==> config.mk <==
export PLATFORM = sky130hd
export DESIGN_NAME = button_debounce_sync
export DESIGN_NICKNAME = d
export VERILOG_FILES = /design/src/rtl/button_debounce_sync.sv
export SDC_FILE = /design/constraint.sdc
export NUM_CORES = 1
export LEC_CHECK = 0
export ABC_AREA = 1
export CORE_AREA = 2 2 54 56
export CTS_BUF_LIST = sky130_fd_sc_hd__clkbuf_4 sky130_fd_sc_hd__clkbuf_8 sky130_fd_sc_hd__clkbuf_16
export CTS_CLUSTER_DIAMETER = 30
export DETAILED_ROUTE_END_ITERATION = 6
export DIE_AREA = 0 0 56 58
export GPL_TIMING_DRIVEN = 0
export PLACE_DENSITY_LB_ADDON = 0.15
export SETUP_SLACK_MARGIN = 0.2
export SLEW_MARGIN = 20
export SYNTH_ARGS = -nofsm -noshare
export SYNTH_HDL_FRONTEND = slang
export SYNTH_SLANG_ARGS = --single-unit
==> constraint.sdc <==
create_clock -name osc_clk -period 3.2 [get_ports osc_clk]
set_clock_uncertainty 0.1 [all_clocks]
set_input_delay 0.48 -clock osc_clk [delete_from_list [all_inputs] [get_ports osc_clk]]
set_output_delay 0.48 -clock osc_clk [all_outputs]
set_load 0.03 [all_outputs]
==> src/rtl/button_debounce_sync.sv <==
// button_debounce_sync: 2-flop synchroniser and per-bit debounce FSM producing level and press strobes
// Optional BTN_RELEASE_PULSE_EN adds btn_release, a one-cycle strobe on each accepted 1->0 transition.
module button_debounce_sync #(
  parameter int WIDTH = 3,
  parameter int DEBOUNCE_CYCLES = 4,
  localparam int CNT_W = $clog2(DEBOUNCE_CYCLES + 1)
) (
  input  logic             osc_clk,
  input  logic             reset_n,
  input  logic [WIDTH:0]   button,
  output logic [WIDTH:0]   btn_level,
  output logic [WIDTH:0]   btn_press,
`ifdef BTN_RELEASE_PULSE_EN
  output logic [WIDTH:0]   btn_release,
`endif
  output logic             any_press
);
  typedef enum logic [1:0] {STABLE_LO = 2'b00, CNT_HI = 2'b01, STABLE_HI = 2'b10, CNT_LO = 2'b11} state_t;
  localparam logic [CNT_W-1:0] LAST = CNT_W'(DEBOUNCE_CYCLES - 1);
  logic [WIDTH:0] sync1, sync2, level_nxt, press_nxt;
  logic [CNT_W-1:0] cnt [WIDTH:0];
  logic [CNT_W-1:0] cnt_nxt [WIDTH:0];
  state_t st;
  logic differ, done;
`ifdef BTN_RELEASE_PULSE_EN
  logic [WIDTH:0] rel_nxt;
`endif
  // state is implied by the level and whether a count is in flight
  always_comb begin
    level_nxt = btn_level;
    press_nxt = '0;
`ifdef BTN_RELEASE_PULSE_EN
    rel_nxt = '0;
`endif
    st = STABLE_LO;
    differ = 1'b0;
    done = 1'b0;
    for (int b = 0; b <= WIDTH; b++) begin
      st = state_t'({btn_level[b], cnt[b] != '0});
      differ = sync2[b] != btn_level[b];
      done = differ && cnt[b] == LAST;
      cnt_nxt[b] = (!differ || done) ? '0 : cnt[b] + CNT_W'(1);
      level_nxt[b] = done ? sync2[b] : btn_level[b];
      press_nxt[b] = done && (st == STABLE_LO || st == CNT_HI);
`ifdef BTN_RELEASE_PULSE_EN
      rel_nxt[b] = done && (st == STABLE_HI || st == CNT_LO);
`endif
    end
  end
  always_ff @(posedge osc_clk) begin
    if (!reset_n) begin
      sync1 <= '0;
      sync2 <= '0;
      btn_level <= '0;
      btn_press <= '0;
      any_press <= 1'b0;
`ifdef BTN_RELEASE_PULSE_EN
      btn_release <= '0;
`endif
      for (int b = 0; b <= WIDTH; b++) cnt[b] <= '0;
    end else begin
      sync1 <= button;
      sync2 <= sync1;
      btn_level <= level_nxt;
      btn_press <= press_nxt;
      any_press <= |press_nxt;
`ifdef BTN_RELEASE_PULSE_EN
      btn_release <= rel_nxt;
`endif
      for (int b = 0; b <= WIDTH; b++) cnt[b] <= cnt_nxt[b];
    end
  end
endmodule

==> qor.txt <==
Run status: complete, no violations
Path type of the worst min-delay path: flop to flop
Actual slew at the worst max-slew pin: 316 ps
Via density per instance: 4.21
Avg Synthesized Cell Area: 8.82 um^2
Total standard cell area after synthesis: 0.00101 mm^2
Sequential cell area: 581 um^2
Worst slew margin: 0.789
Post-synth net total: 129
Number of unique standard cell types used by synthesis: 10
Leading post-synthesis cells by instance count: sky130_fd_sc_hd__dfxtp_1 (29), sky130_fd_sc_hd__nand2_1 (22), sky130_fd_sc_hd__inv_1 (20), sky130_fd_sc_hd__nor2_1 (18)
Max capacitance violation total: 0
Instance area after placement: 0.00119 mm^2
First-pass DRT Iterations: 4
Overflow left after global routing: 0
Drt wl/cell: 8.38 um
Final max-slew violation count: 0
Number of placement rows: 19
Post-synth top area cell: sky130_fd_sc_hd__dfxtp_1
Ys async rst share: 0
Synth-to-Final Area Change: 23.1%
Minimum hold slack: 317 ps
Total inserted antenna cells: 0
Count of cells resized by post-cts repair: 0
Multi-input gate area in the final layout: 350 um^2
Setup crit start kind: flop
Most used flip-flop cell after synthesis: sky130_fd_sc_hd__dfxtp_1
Number of design rule violations left after detail routing: 0
Post-CTS setup-driven buffer insertion count: 0
Clk slew on worst S/H paths: 90 ps
CTS HTree Levels: 2
Final setup violation count: 0
Achievable Freq: 503 MHz
Sequential fraction of the synthesis area: 0.572
Critical Path Fanout Max: 4
Antenna violations before repair: 0
Kind of critical path: flop to output port
Largest cells by area after synthesis: sky130_fd_sc_hd__dfxtp_1 (57%), sky130_fd_sc_hd__ha_1 (9.9%), sky130_fd_sc_hd__nand2_1 (8.1%)
Number of primary I/O pins: 15
Number of fillers in the final layout: 280
Final std cell area, no fill: 0.00125 mm^2
Total number of vias: 707
CP Data Arrival Time: 1410 ps
Share of the clock period used by the worst path after layout: 0.621
Leakage component of the power: 0.615 nW
Height of the chip: 58 um
Initial Utilization: 0.381
Post-Route WL: 1.41 mm
Cell count after synthesis: 115
Setup repair after global routing missed its margin: no
Buffers added on ports: 14
Gr usage total: 0.109
Routed Antenna Nets: 0
Share of layout cells above drive strength 1: 0.102
Synthesis Warnings: 0
Kind of end point of the critical path: output port
Inserted Clock Buffers: 5
Die area: 0.00325 mm^2
Wire length of the first global-routing pass: 2.59 mm
CTS Buffer Depth: 2
Clk_lat worst skew: 320 ps
Longest individual stage delay on the worst path: 690 ps
Summed negative setup slack over all endpoints: 0 ps
Count of routing violations after the opening detailed-route iteration: 5
Maximum vdd ir drop: 0.335 mV
Core Util, Final: 0.469
Horizontal die dimension: 56 um
Master of the slowest instance on the critical path: sky130_fd_sc_hd__clkdlybuf4s50_1
Critical path buffer and inverter count: 1
Number of nets in the layout: 150
Final hold violation count: 0
Dominant cell by count in the synthesized netlist: sky130_fd_sc_hd__dfxtp_1
Hold Buf Count CTS: 0
Pin count of the biggest net entering global routing: 11
Clock period minus worst slack: 1990 ps
Ordered cell list for the critical path: clkdlybuf4s50_1
Vias in the first global route: 675
Dominant delay contributor by cell family on the critical path: buffers and inverters
CTS tree: built
Post-synth EDFFs: 0
Final weighted congestion of routability-driven global placement: 0.694
DP HPWL: 1.08 mm
Root Buffer Master: sky130_fd_sc_hd__clkbuf_4
Data required time of the critical path: 2620 ps
Yosys top cell area share: 0.572
Sinks on the clock net: 29
Area inside the core boundary: 0.00266 mm^2
Count of state elements after synthesis: 29
Power density over the cells: 481 mW/mm^2
[metrics by stage]
| stage | setup slack, ps | power [W] | std cells |
|---|---|---|---|
| after floorplan | 2030 | 0.000390 | 115 |
| after global placement | 1560 | 0.000399 | 160 |
| after detailed placement | 1550 | 0.000399 | 160 |
| after CTS | 1200 | 0.000612 | 168 |
| after global routing | 1160 | 0.000630 | 168 |
| final | 1210 | 0.000600 | 168 |
[state kept, by name (all words and copies together), names as in the netlist]
signal     flops
sync2          4
sync1          4
cnt           12
btn_press      4
btn_level      4
any_press      1
[cells by family (layout without fill, tap and decap cells)]
logic type               Yosys count  count (layout)  synth area share
XOR/XNOR                           4               4            0.0345
adder cells (fa/ha/maj)            8               8            0.0986
buffers and inverters             22              44            0.0826
flip-flops                        29              29             0.572
AND/OR/NAND/NOR                   52              52             0.212
[worst paths after layout]
check             cells after the start  slack [ps]      endpoint         start
setup reg to reg                      6        1950     any_press     cnt[1][0]
hold reg to reg                       2         320      sync2[2]      sync1[2]
hold / removal                        2         320      sync2[2]      sync1[2]
setup / recovery                      1        1210  btn_level[0]  btn_level[0]
[cells in the final DEF (no fill, tap or decap)]
cell,count
sky130_fd_sc_hd__clkinv_2,2
sky130_fd_sc_hd__dfxtp_1,29
sky130_fd_sc_hd__nand3_1,8
sky130_fd_sc_hd__nor2_2,4
sky130_fd_sc_hd__clkbuf_4,6
sky130_fd_sc_hd__nor2_1,18
sky130_fd_sc_hd__buf_2,1
sky130_fd_sc_hd__inv_2,1
sky130_fd_sc_hd__xor2_1,4
sky130_fd_sc_hd__ha_1,8
sky130_fd_sc_hd__clkdlybuf4s50_1,14
sky130_fd_sc_hd__nand2_1,22
sky130_fd_sc_hd__inv_1,20
[per-layer routing]
layer	GRT usage	part of all wire
met1	0.117	0.45
met2	0.165	0.45
met3	0.0491	0.063
met4	0.0918	0.036
met5	0	0
[layout make-up]
cell class,count,share of cell area
Inverter,21,0.0631
Sequential cell,29,0.465
Clock inverter,2,0.00802
Clock buffer,6,0.0361
Multi-Input combinational cell,64,0.281
Tap cell,31,0.0311
Timing Repair Buffer,14,0.112
Buffer,1,0.00401
[report_power, final]
part | internal, W | switching, W
clock network | 0.0000919 | 0.000118
registers | 0.000367 | 0.00000301
logic | 0.00000999 | 0.0000105
total | 0.000469 | 0.000132
No activity file was read; power rests on OpenSTA's default activity.
